===== src/rtl/store_rs_queue.sv =====
// In-order store reservation queue: captures base/data operands from the CDB
// and dispatches ready stores oldest-first. Optional flush port: STORE_RSQ_FLUSH_EN.
module store_rs_queue #(
    parameter int DEPTH  = 4,
    parameter int TAG_W  = 8,
    parameter int DATA_W = 32,
    parameter int CDB_W  = 1 + TAG_W + DATA_W
) (
    input  logic                       clk,
    input  logic                       rst_n,
`ifdef STORE_RSQ_FLUSH_EN
    input  logic                       flush,
`endif
    input  logic                       issue,
    input  logic [TAG_W-1:0]           q_base_in,
    input  logic [DATA_W-1:0]          base_in,
    input  logic [DATA_W-1:0]          offset_in,
    input  logic [TAG_W-1:0]           q_data_in,
    input  logic [DATA_W-1:0]          data_in,
    input  logic [2:0]                 mem_u_b_h_w_in,
    input  logic [CDB_W-1:0]           cdb,
    input  logic                       st_taken,
    output logic                       full,
    output logic                       empty,
    output logic [$clog2(DEPTH+1)-1:0] count,
    output logic                       st_valid,
    output logic [DATA_W-1:0]          st_addr,
    output logic [DATA_W-1:0]          st_data,
    output logic [2:0]                 st_mem_u_b_h_w
);

    localparam int PTR_W = $clog2(DEPTH);
    localparam int CNT_W = $clog2(DEPTH + 1);

    logic [DEPTH-1:0]  busy;
    logic [TAG_W-1:0]  q_base      [DEPTH];
    logic [DATA_W-1:0] ent_base    [DEPTH];
    logic [DATA_W-1:0] ent_offset  [DEPTH];
    logic [DATA_W-1:0] ent_addr    [DEPTH];
    logic [TAG_W-1:0]  q_data      [DEPTH];
    logic [DATA_W-1:0] ent_data    [DEPTH];
    logic [2:0]        ent_ctrl    [DEPTH];
    logic [PTR_W-1:0]  head;
    logic [PTR_W-1:0]  tail;

    logic              cdb_valid;
    logic [TAG_W-1:0]  cdb_tag;
    logic [DATA_W-1:0] cdb_data;
    logic              do_issue;
    logic              do_take;
    logic              flush_now;
    logic              fwd_base_in;
    logic              fwd_data_in;

    assign cdb_valid = cdb[CDB_W-1];
    assign cdb_tag   = cdb[CDB_W-2:DATA_W];
    assign cdb_data  = cdb[DATA_W-1:0];

`ifdef STORE_RSQ_FLUSH_EN
    assign flush_now = flush;
`else
    assign flush_now = 1'b0;
`endif

    assign full  = (count == CNT_W'(DEPTH));
    assign empty = (count == '0);

    // The address is written in the same cycle q_base clears, so a zero base
    // tag on a busy entry already implies a computed address.
    assign st_valid       = busy[head] && (q_base[head] == '0) && (q_data[head] == '0);
    assign st_addr        = ent_addr[head];
    assign st_data        = ent_data[head];
    assign st_mem_u_b_h_w = ent_ctrl[head];

    assign do_issue    = issue && !full;
    assign do_take     = st_taken && st_valid;
    assign fwd_base_in = cdb_valid && (q_base_in != '0) && (cdb_tag == q_base_in);
    assign fwd_data_in = cdb_valid && (q_data_in != '0) && (cdb_tag == q_data_in);

    always_ff @(posedge clk or negedge rst_n) begin
        if (!rst_n) begin
            busy  <= '0;
            head  <= '0;
            tail  <= '0;
            count <= '0;
            for (int i = 0; i < DEPTH; i++) begin
                q_base[i]     <= '0;
                ent_base[i]   <= '0;
                ent_offset[i] <= '0;
                ent_addr[i]   <= '0;
                q_data[i]     <= '0;
                ent_data[i]   <= '0;
                ent_ctrl[i]   <= '0;
            end
        end else if (flush_now) begin
            busy  <= '0;
            head  <= '0;
            tail  <= '0;
            count <= '0;
            for (int i = 0; i < DEPTH; i++) begin
                q_base[i] <= '0;
                q_data[i] <= '0;
            end
        end else begin
            // Late forwarding: every waiting entry snoops the CDB in parallel.
            for (int i = 0; i < DEPTH; i++) begin
                if (busy[i] && cdb_valid && (cdb_tag != '0)) begin
                    if (q_base[i] == cdb_tag) begin
                        ent_base[i] <= cdb_data;
                        ent_addr[i] <= cdb_data + ent_offset[i];
                        q_base[i]   <= '0;
                    end
                    if (q_data[i] == cdb_tag) begin
                        ent_data[i] <= cdb_data;
                        q_data[i]   <= '0;
                    end
                end
            end

            if (do_issue) begin
                busy[tail]       <= 1'b1;
                ent_offset[tail] <= offset_in;
                ent_ctrl[tail]   <= mem_u_b_h_w_in;
                if (fwd_base_in) begin
                    ent_base[tail] <= cdb_data;
                    ent_addr[tail] <= cdb_data + offset_in;
                    q_base[tail]   <= '0;
                end else begin
                    ent_base[tail] <= base_in;
                    ent_addr[tail] <= base_in + offset_in;
                    q_base[tail]   <= q_base_in;
                end
                if (fwd_data_in) begin
                    ent_data[tail] <= cdb_data;
                    q_data[tail]   <= '0;
                end else begin
                    ent_data[tail] <= data_in;
                    q_data[tail]   <= q_data_in;
                end
                tail <= tail + PTR_W'(1);
            end

            if (do_take) begin
                busy[head] <= 1'b0;
                head       <= head + PTR_W'(1);
            end

            case ({do_issue, do_take})
                2'b10:   count <= count + CNT_W'(1);
                2'b01:   count <= count - CNT_W'(1);
                default: count <= count;
            endcase
        end
    end

endmodule

===== config.mk =====
export PLATFORM = sky130hd
export DESIGN_NAME = store_rs_queue
export DESIGN_NICKNAME = d
export VERILOG_FILES = /design/src/rtl/store_rs_queue.sv
export SDC_FILE = /design/constraint.sdc
export NUM_CORES = 2
export LEC_CHECK = 0
export CAP_MARGIN = 0
export CORE_MARGIN = 2
export CORE_UTILIZATION = 55
export DETAILED_ROUTE_END_ITERATION = 12
export PLACE_DENSITY = 0.84
export SLEW_MARGIN = 40
export SYNTH_ARGS = -nofsm -noshare
export SYNTH_HDL_FRONTEND = slang
export SYNTH_SLANG_ARGS = --single-unit
export TNS_END_PERCENT = 20

===== constraint.sdc =====
create_clock -name clk -period 3.3 [get_ports clk]
set_input_delay 0.66 -clock clk [delete_from_list [all_inputs] [get_ports clk]]
set_output_delay 0.66 -clock clk [all_outputs]
set_load 0.005 [all_outputs]

==> impl_metrics.ini <==
[detailed_routing]
drtAntennaViolNets = 0
met1Wirelength_um = 42830
wl_met2_um = 55490
drc = 0
wirelength_um = 122700
vias = 33970
routedWlPerCell_um = 23.75
route.met3.wl_um = 16800
vias_per_cell = 6.577
drtIter0Drc = 4842
first_pass_iters = 8
routed.top_layer = met5

[floorplan]
start_util = 0.5577
die_y_um = 243.3
ios = 233
coreArea_um2 = 56500
die_w_um = 243.3
rows = 87
die-area_um2 = 59210

[cts]
clk_latency_ps = 620
cts_tree = built
htree_levels = 2
ctsRootBufferMaster = clkbuf_16
clockBufferDepth = 3
numCtsBuffers = 48
cts_sinks = 471
clkTransAtPathRegs_ps = 70

[place]
place_ws_ps = -945.0
numPortBuffers = 232
dpl.hpwl_um = 83060
gp_congestion = 0.9839

[timing]
worst_hold_slack_ps = 427.5
fin_crit_ps = 3376
tns_ps = -169.5
tightestPinTransition_ps = 849.2
setup_viol = 6
maxSlewViolCount = 0
hold_viol = 0
relSlewSlack = 0.4279
fmax_mhz = 296.2
fin_crit_sh = 1.023
rsz0062_at_grt = yes
finClkSkew_ps = 25.66
worst_slack_ps = -76.49

[power]
finalPower_mw = 37.67
p_leak_nw = 19.69
ir_worst_vdd_mv = 0.5246
p_per_area_nw_per_um2 = 899.5

[setup_path]
critPathKind = reg2reg
startpoint_type = register
cp-end-kind = register
crit_fanout = 4
cp.arrival_ps = 3870
required_ps = 3790
rr_worst_depth = 14
r2r-start = ent_offset[32]$_DFFE_PN0P_
r2r-end = ent_addr[62]$_DFF_PN0_
reg2reg_slack_ps = -80

[hold_path]
min_path_type = in2reg
whs_path_depth = 4
hold_end = ent_offset[0]$_DFFE_PN0P_
hp-start = offset_in[0]

[cells_and_area]
num-nets-final = 4731
fill_cells = 3493
drive_gt1_frac = 0.2135
mostFrequentLayoutCells = 682 x nand2_1, 566 x buf_4, 469 x dfrtp_1
final_common_cell = nand2_1
regArea_um2 = 11790
areaGrowthSynthToFinish_pct = 32.91
multi_input_area_um2 = 19560

[yosys]
syn_nets = 4007
syn_area_per_cell_um2 = 8.643
synth_seq_area_share = 0.3741
mappedNetlistArea_um2 = 31510
synth-edff-count = 0
synth_seq_cells = 471
synth_flop_cell = dfrtp_1
async_reset_ff_frac = 1.000
synth_cell_types = 94
syn_inst = 3645
yosys_warnings = 0

[grt]
grt-ovfl-total = 0
grt_usage = 0.3868
grt_pass1_wl_um = 180400
first_global_vias = 33500
grt_max_degree = 93
antenna_found_initial = 7

[run_status]
violations = negative setup slack
status = finished, violations left

[flow_run]
drv_cap = 0
synthesized netlist by cell type (8+ instances only):
library cell / instances / area (um2)
and3_1: 22 / 137.6
a211oi_1: 60 / 450.4
nor2_1: 426 / 1599
ha_1: 195 / 2440
o31ai_1: 8 / 60.06
nor2b_1: 10 / 62.56
o21a_1: 34 / 255.2
mux2i_1: 28 / 280.3
o211ai_1: 21 / 157.7
and2_1: 20 / 125.1
mux4_2: 67 / 1509
nand4_1: 26 / 162.7
o21ai_1: 22 / 110.1
nor3_1: 40 / 200.2
o22ai_1: 168 / 1051
buf_2: 30 / 150.1
buf_1: 15 / 56.30
dfrtp_1: 471 / 11790
xor2_1: 96 / 840.8
a31oi_1: 36 / 225.2
a21o_1: 96 / 720.7
o21ai_0: 167 / 835.8
nand2_1: 688 / 2582
a21boi_0: 10 / 75.07
or2_2: 8 / 50.05
nor4_1: 27 / 168.9
o21bai_1: 24 / 180.2
a22oi_1: 12 / 90.09
and4_1: 10 / 87.58
or3_1: 9 / 56.30
clkbuf_1: 142 / 533.0
inv_1: 55 / 206.5
a211o_1: 13 / 113.9
a21oi_1: 238 / 1191
nand2b_1: 24 / 150.1
nand3_1: 71 / 355.3
xnor2_1: 128 / 1121
state kept, by name (all words and copies together) (netlist names), 3 cells and up:
name,flops
count,3
ent_data,128
ent_offset,128
busy,4
q_base,32
ent_addr,128
q_data,32
ent_ctrl,12
layer usage:
layer  global-route usage  vias up
met3               0.1092      723
met4               0.1978        6
li1                     -    14490
met2               0.6167     2719
met5                    0        -
met1               0.4811    16040
how the worst max path moves through the flow:
stage,to,from,slack [ps]
6_report,ent_addr[62]$_DFF_PN0_,ent_offset[32]$_DFFE_PN0P_,-80
2_1_floorplan,ent_addr[120]$_DFF_PN0_,cdb[0],9
3_5_place_dp,ent_addr[126]$_DFF_PN0_,cdb[0],-950
5_1_grt,ent_addr[62]$_DFF_PN0_,ent_offset[32]$_DFFE_PN0P_,-160
3_3_place_gp,ent_addr[126]$_DFF_PN0_,cdb[0],-890
4_1_cts,ent_addr[127]$_DFF_PN0_,cdb[11],-30
report_power, final:
| group | switching, mW | total, mW | internal, mW |
|---|---|---|---|
| sequential | 2.09 | 10.6 | 8.54 |
| combinational | 11.0 | 21.2 | 10.2 |
| clock | 2.48 | 5.88 | 3.40 |
| total | 15.5 | 37.7 | 22.1 |
timing repair:
action	in CTS	in global routing
endpoints found under the hold margin	0	22
setup buffers	13	22
gates cloned	0	0
resized for setup	64	106
setup endpoints to repair	83	97
pin swaps	26	53
hold buffers	0	1
worst max-delay path: stages (launching register included):
cell	delay, ps
dfrtp_1	430
ha_4	200
fa_2	410
a211oi_2	190
buf_4	170
nor2_4	40
o221ai_2	160
buf_4	170
a211oi_4	80
o41ai_4	500
o211ai_1	260
a41oi_2	260
xor2_1	190
o21a_1	170
a21oi_2	30
stage by stage:
step                std cells    util  cell area [um2]
global placement         5039  0.6918            39080
floorplan                3645       -            31510
detailed placement       5039  0.6918            39080
CTS                      5140  0.7279            41130
global route             5163  0.7411            41870
finish                   5165  0.7412            41870
cells by family after synthesis:
kind of cell	count (synthesis)	synth area share
XOR/XNOR	224	0.06227
multiplexers	97	0.05751
adder cells (fa/ha/maj)	202	0.08189
AO/OA/AOI/OAI	997	0.2033
AND/OR/NAND/NOR	1412	0.1909
buffers and inverters	242	0.03002
flip-flops	471	0.3741
area by class of cell:
class	count	share of cell area
flip-flops and latches	471	0.2817
clock buffers	67	0.03305
clock inverters	21	0.006424
multi-input cells	2932	0.4671
diodes	2	0.0001195
inverters	55	0.004930
well taps	756	0.02259
repair buffers	861	0.1841
No activity file was read; power rests on OpenSTA's default activity.
